File: config.mk
export PLATFORM = sky130hd
export DESIGN_NAME = mul8_seq_ctrl
export DESIGN_NICKNAME = d
export VERILOG_FILES = /design/src/rtl/mul8_seq_ctrl.sv
export SDC_FILE = /design/constraint.sdc
export NUM_CORES = 1
export LEC_CHECK = 0
export ABC_AREA = 0
export BUFFER_PORTS_ARGS = -buffer_cell sky130_fd_sc_hd__buf_4
export CAP_MARGIN = 20
export CORE_MARGIN = 3
export CORE_UTILIZATION = 49
export CTS_CLUSTER_SIZE = 14
export DETAILED_ROUTE_END_ITERATION = 7
export GPL_TIMING_DRIVEN = 1
export PLACE_DENSITY = 0.86
export SKIP_CTS_REPAIR_TIMING = 1
export SLEW_MARGIN = 20
export SYNTH_ARGS = -nofsm -noshare
export SYNTH_HDL_FRONTEND = slang
export SYNTH_SLANG_ARGS = --single-unit
File: constraint.sdc
create_clock -name clk -period 3.2 [get_ports clk]
set_input_delay 0.64 -clock clk [delete_from_list [all_inputs] [get_ports clk]]
set_output_delay 0.64 -clock clk [all_outputs]
set_load 0.02 [all_outputs]
File: src/rtl/mul8_seq_ctrl.sv
// Purpose : sequences one shared 4x4 approximate sub-multiplier over four
//           nibble quadrants (LL, LH, HL, HH) to build a saturated 8x8 product.
// Latency : accept at cycle T -> out_valid at T+5 (T+1 when either operand is 0).
// Backpress: in_ready only in IDLE; result held in DONE until out_ready.
// Ports   : clk/rst (sync, active-high); in_valid/in_ready/in_a/in_b operand
//           handshake; out_valid/out_ready/out_prod/out_ovf result handshake;
//           sub_a/sub_b/sub_sel drive the external sub-multiplier, sub_prod is
//           its same-cycle combinational answer; busy = not IDLE.
module mul8_seq_ctrl #(
  parameter logic [2:0] SEL_LL = 3'd4,
  parameter logic [2:0] SEL_LH = 3'd4,
  parameter logic [2:0] SEL_HL = 3'd2,
  parameter logic [2:0] SEL_HH = 3'd2
) (
  input  logic        clk,
  input  logic        rst,
  input  logic        in_valid,
  output logic        in_ready,
  input  logic [7:0]  in_a,
  input  logic [7:0]  in_b,
  output logic        out_valid,
  input  logic        out_ready,
  output logic [15:0] out_prod,
  output logic        out_ovf,
  output logic [3:0]  sub_a,
  output logic [3:0]  sub_b,
  output logic [2:0]  sub_sel,
  input  logic [7:0]  sub_prod,
  output logic        busy
);

  typedef enum logic [2:0] {
    IDLE = 3'd0,
    Q_LL = 3'd1,
    Q_LH = 3'd2,
    Q_HL = 3'd3,
    Q_HH = 3'd4,
    DONE = 3'd5
  } state_t;

  state_t      state_q, state_d;
  logic [7:0]  a_q, a_d;
  logic [7:0]  b_q, b_d;
  logic [16:0] acc_q, acc_d;
  logic [15:0] prod_q, prod_d;
  logic        ovf_q, ovf_d;

  // Partial product aligned to the current quadrant's weight.
  logic [16:0] pp_shifted;
  logic [16:0] acc_sum;

  always_ff @(posedge clk) begin
    if (rst) begin
      state_q <= IDLE;
      a_q     <= 8'd0;
      b_q     <= 8'd0;
      acc_q   <= 17'd0;
      prod_q  <= 16'd0;
      ovf_q   <= 1'b0;
    end else begin
      state_q <= state_d;
      a_q     <= a_d;
      b_q     <= b_d;
      acc_q   <= acc_d;
      prod_q  <= prod_d;
      ovf_q   <= ovf_d;
    end
  end

  assign acc_sum = acc_q + pp_shifted;

  always_comb begin
    state_d    = state_q;
    a_d        = a_q;
    b_d        = b_q;
    acc_d      = acc_q;
    prod_d     = prod_q;
    ovf_d      = ovf_q;
    sub_a      = 4'd0;
    sub_b      = 4'd0;
    sub_sel    = 3'd0;
    pp_shifted = 17'd0;

    case (state_q)
      IDLE: begin
        if (in_valid) begin
          a_d   = in_a;
          b_d   = in_b;
          acc_d = 17'd0;
          if (in_a == 8'd0 || in_b == 8'd0) begin
            // Zero operand: skip all quadrants, result is exactly 0.
            state_d = DONE;
            prod_d  = 16'd0;
            ovf_d   = 1'b0;
          end else begin
            state_d = Q_LL;
          end
        end
      end
      Q_LL: begin
        sub_a      = a_q[3:0];
        sub_b      = b_q[3:0];
        sub_sel    = SEL_LL;
        pp_shifted = {9'd0, sub_prod};
        acc_d      = acc_sum;
        state_d    = Q_LH;
      end
      Q_LH: begin
        sub_a      = a_q[3:0];
        sub_b      = b_q[7:4];
        sub_sel    = SEL_LH;
        pp_shifted = {5'd0, sub_prod, 4'd0};
        acc_d      = acc_sum;
        state_d    = Q_HL;
      end
      Q_HL: begin
        sub_a      = a_q[7:4];
        sub_b      = b_q[3:0];
        sub_sel    = SEL_HL;
        pp_shifted = {5'd0, sub_prod, 4'd0};
        acc_d      = acc_sum;
        state_d    = Q_HH;
      end
      Q_HH: begin
        sub_a      = a_q[7:4];
        sub_b      = b_q[7:4];
        sub_sel    = SEL_HH;
        pp_shifted = {1'b0, sub_prod, 8'd0};
        acc_d      = acc_sum;
        state_d    = DONE;
        // Approximate partials can push the sum past 16 bits; clamp.
        if (acc_sum[16]) begin
          prod_d = 16'hFFFF;
          ovf_d  = 1'b1;
        end else begin
          prod_d = acc_sum[15:0];
          ovf_d  = 1'b0;
        end
      end
      DONE: begin
        if (out_ready) begin
          state_d = IDLE;
        end
      end
      default: begin
        state_d = IDLE;
      end
    endcase
  end

  assign in_ready  = (state_q == IDLE);
  assign busy      = (state_q != IDLE);
  assign out_valid = (state_q == DONE);
  assign out_prod  = prod_q;
  assign out_ovf   = ovf_q;

endmodule

==> flow_metrics.py <==
metrics = {
    "critical_path": {
        "crit_start": "state_q[0]$_SDFFE_PP0P_",
        "reg2reg_from": "state_q[0]$_SDFFE_PP0P_",
        "critPathKind": "register to register",
        "cp.required_ps": 3390,
        "crit_path_end_kind": "register",
        "path_max_fanout": 6,
        "crit_arrival_ps": 3190,
        "crit_path_start_kind": "register",
    },
    "timing": {
        "finalMaxSlewViolations": 0,
        "finalCriticalPeriod_ps": 3000,
        "relSlewSlack": 0.348,
        "finalCritPeriodShare": 0.937,
        "finalSetupTns_ps": 0,
        "tightestPinTransition_ps": 975,
        "hold_violations": 0,
        "setup_viol": 0,
        "fmax_ghz": 0.333,
        "rsz0062_at_grt": "false",
        "skew_ps": 10.9,
    },
    "synth": {
        "syn_nets": 471,
        "async_reset_ff_frac": 0,
        "ys_seq_area_frac": 0.319,
        "synthFlopType": "dfxtp_1",
        "synth_edf_count": 0,
        "synthCells": 426,
        "synth_cell_types": 67,
        "avgSynthCellArea_um2": 7.82,
        "ys_warn_count": 0,
        "ys_seq_elements": 53,
        "netlist_area_um2": 3330,
    },
    "final_layout": {
        "diodes": 0,
        "seq_area_um2": 1060,
        "final_cell_mix": "nand2_1, buf_4, dfxtp_1",
        "area_growth_syn_to_layout_pct": 17.5,
        "multi_input_area_um2": 2090,
        "final_cells": 555,
        "final_common_cell": "nand2_1",
        "fillers": 573,
        "drive_gt1_frac": 0.199,
        "final_nets": 522,
    },
    "power": {
        "p_int_mw": 1.04,
        "vdd_drop_max_mv": 0.235,
        "power.switching_mw": 0.575,
        "p_per_area_nw_per_um2": 412,
        "p_leak_nw": 1.69,
        "comb_power_share": 0.304,
        "clkPwrFrac": 0.249,
        "seqPwrFrac": 0.447,
        "p_sw_frac": 0.357,
    },
    "drt": {
        "wl_met3_um": 661,
        "routed.top_layer": "met4",
        "drc": 0,
        "wire_per_inst_um": 16.4,
        "vias_per_cell": 6.23,
        "drtIter0Drc": 237,
        "wirelength_um": 9110,
        "met2_length_um": 4440,
        "antenna_left": 0,
        "wl_met1_um": 3790,
        "drtPass1Iterations": 5,
        "vias": 3458,
    },
    "floorplan": {
        "ios": 59,
        "die_area_um2": 7820,
        "start_util": 0.515,
        "core_area_um2": 6460,
        "fp.dieW_um": 88.4,
        "rows": 29,
        "die_h_um": 88.4,
    },
    "placement": {
        "dp_hpwl_um": 6800,
        "dp.cells": 547,
        "io_buffers": 57,
        "gp_congestion": 0.929,
    },
    "grt": {
        "grt-ovfl-total": 0,
        "grt_first_pass_wirelength_um": 14300,
        "grt_use_total": 0.232,
        "grt_antenna_before_repair": 0,
        "grt_pass1_vias": 3070,
        "grt_max_degree": 40,
    },
    "clocking": {
        "htree_levels": 2,
        "clock-root-buffer": "clkbuf_8",
        "cts_tree": "built",
        "cts_max_path_buffers": 2,
        "cts.sinks": 53,
        "clk_latency_ps": 320,
        "clkTransAtPathRegs_ps": 100,
        "cts_buffers": 5,
    },
    "outcome": {
        "status": "completed",
    },
    "worst_hold_path": {
        "hp-class": "register to register",
        "worstHoldStart": "out_prod[12]$_SDFFE_PP0P_",
    },
    "run": {
        "max_cap_violations": 0,
    },
}
## synth_stat cells, drive strengths merged (7+ instances only)
master	instances	area (um^2)
o21ai	27	150
a22oi	17	128
nand3	7	40.0
ha	16	200
clkbuf	15	56.3
buf	13	87.6
xnor2	7	61.3
nor2	30	113
a21oi	49	275
a22o	8	70.1
inv	10	37.5
and2	9	58.8
nand2	77	289
dfxtp	53	1060
## routing by layer
layer  GRT usage  vias up
met2       0.400      165
li1            -     1654
met4      0.0769        0
met5           0        -
met3      0.0428       22
met1       0.293     1617
## cells by family after synthesis
group           synth area share
simple gates               0.216
compound gates             0.317
flops                      0.319
buf+inv                   0.0545
fa+ha+maj                 0.0661
xor+xnor                  0.0237
other cells              0.00113
mux                      0.00301
## sequential cells by signal (all words and copies together), names as in the netlist
register / flops
out_prod: 16
acc_q: 17
b_q: 8
state_q: 3
a_q: 8
out_ovf: 1
## cell type report
type,instances,area share
well taps,77,0.0246
clock inverters,2,0.00352
clock buffers,6,0.0185
flip-flops and latches,53,0.272
inverters,10,0.00959
multi-input cells,335,0.534
repair buffers,72,0.138
## metrics by stage
step | setup slack [ps] | total power [mW] | hold WS (ps) | instance area (um^2) | utilization
6_report | 200 | 1.61 | 450 | 3910 | 0.606
5_1_grt | 39.0 | 1.68 | 474 | 3910 | 0.606
4_1_cts | 137 | 1.60 | 455 | 3910 | 0.605
3_5_place_dp | 151 | 1.21 | 442 | 3820 | 0.592
3_3_place_gp | 206 | 1.20 | 440 | 3820 | 0.592
2_1_floorplan | 103 | 1.06 | 436 | 3330 | -
## power groups by stage
stage | Clock [mW] | Combinational, mW | Sequential [mW]
3_3_place_gp | 0 | 0.469 | 0.731
2_1_floorplan | 0 | 0.337 | 0.726
4_1_cts | 0.401 | 0.481 | 0.718
3_5_place_dp | 0 | 0.478 | 0.733
5_1_grt | 0.423 | 0.536 | 0.724
6_report | 0.401 | 0.490 | 0.720
## worst max-delay path, stage by stage, from the launching register on
cell and delay (ps):
dfxtp_1 350, nor2b_1 140, nor2b_1 150, and2_1 170, ha_1 200, fa_1 440, a211oi_2 200, o21ai_0 140
o21a_1 220, or3_1 390, buf_4 180, a22oi_1 190, o21ai_0 90
## final timing paths
check                              endpoint  slack (ps)  cells past startpoint
setup / recovery   out_prod[9]$_SDFFE_PP0P_         200                     12
hold / removal    out_prod[12]$_SDFFE_PP0P_         450                      2
setup reg to reg   out_prod[9]$_SDFFE_PP0P_         200                     12
hold reg to reg   out_prod[12]$_SDFFE_PP0P_         450                      2
Power figures use the tool's default switching activity.
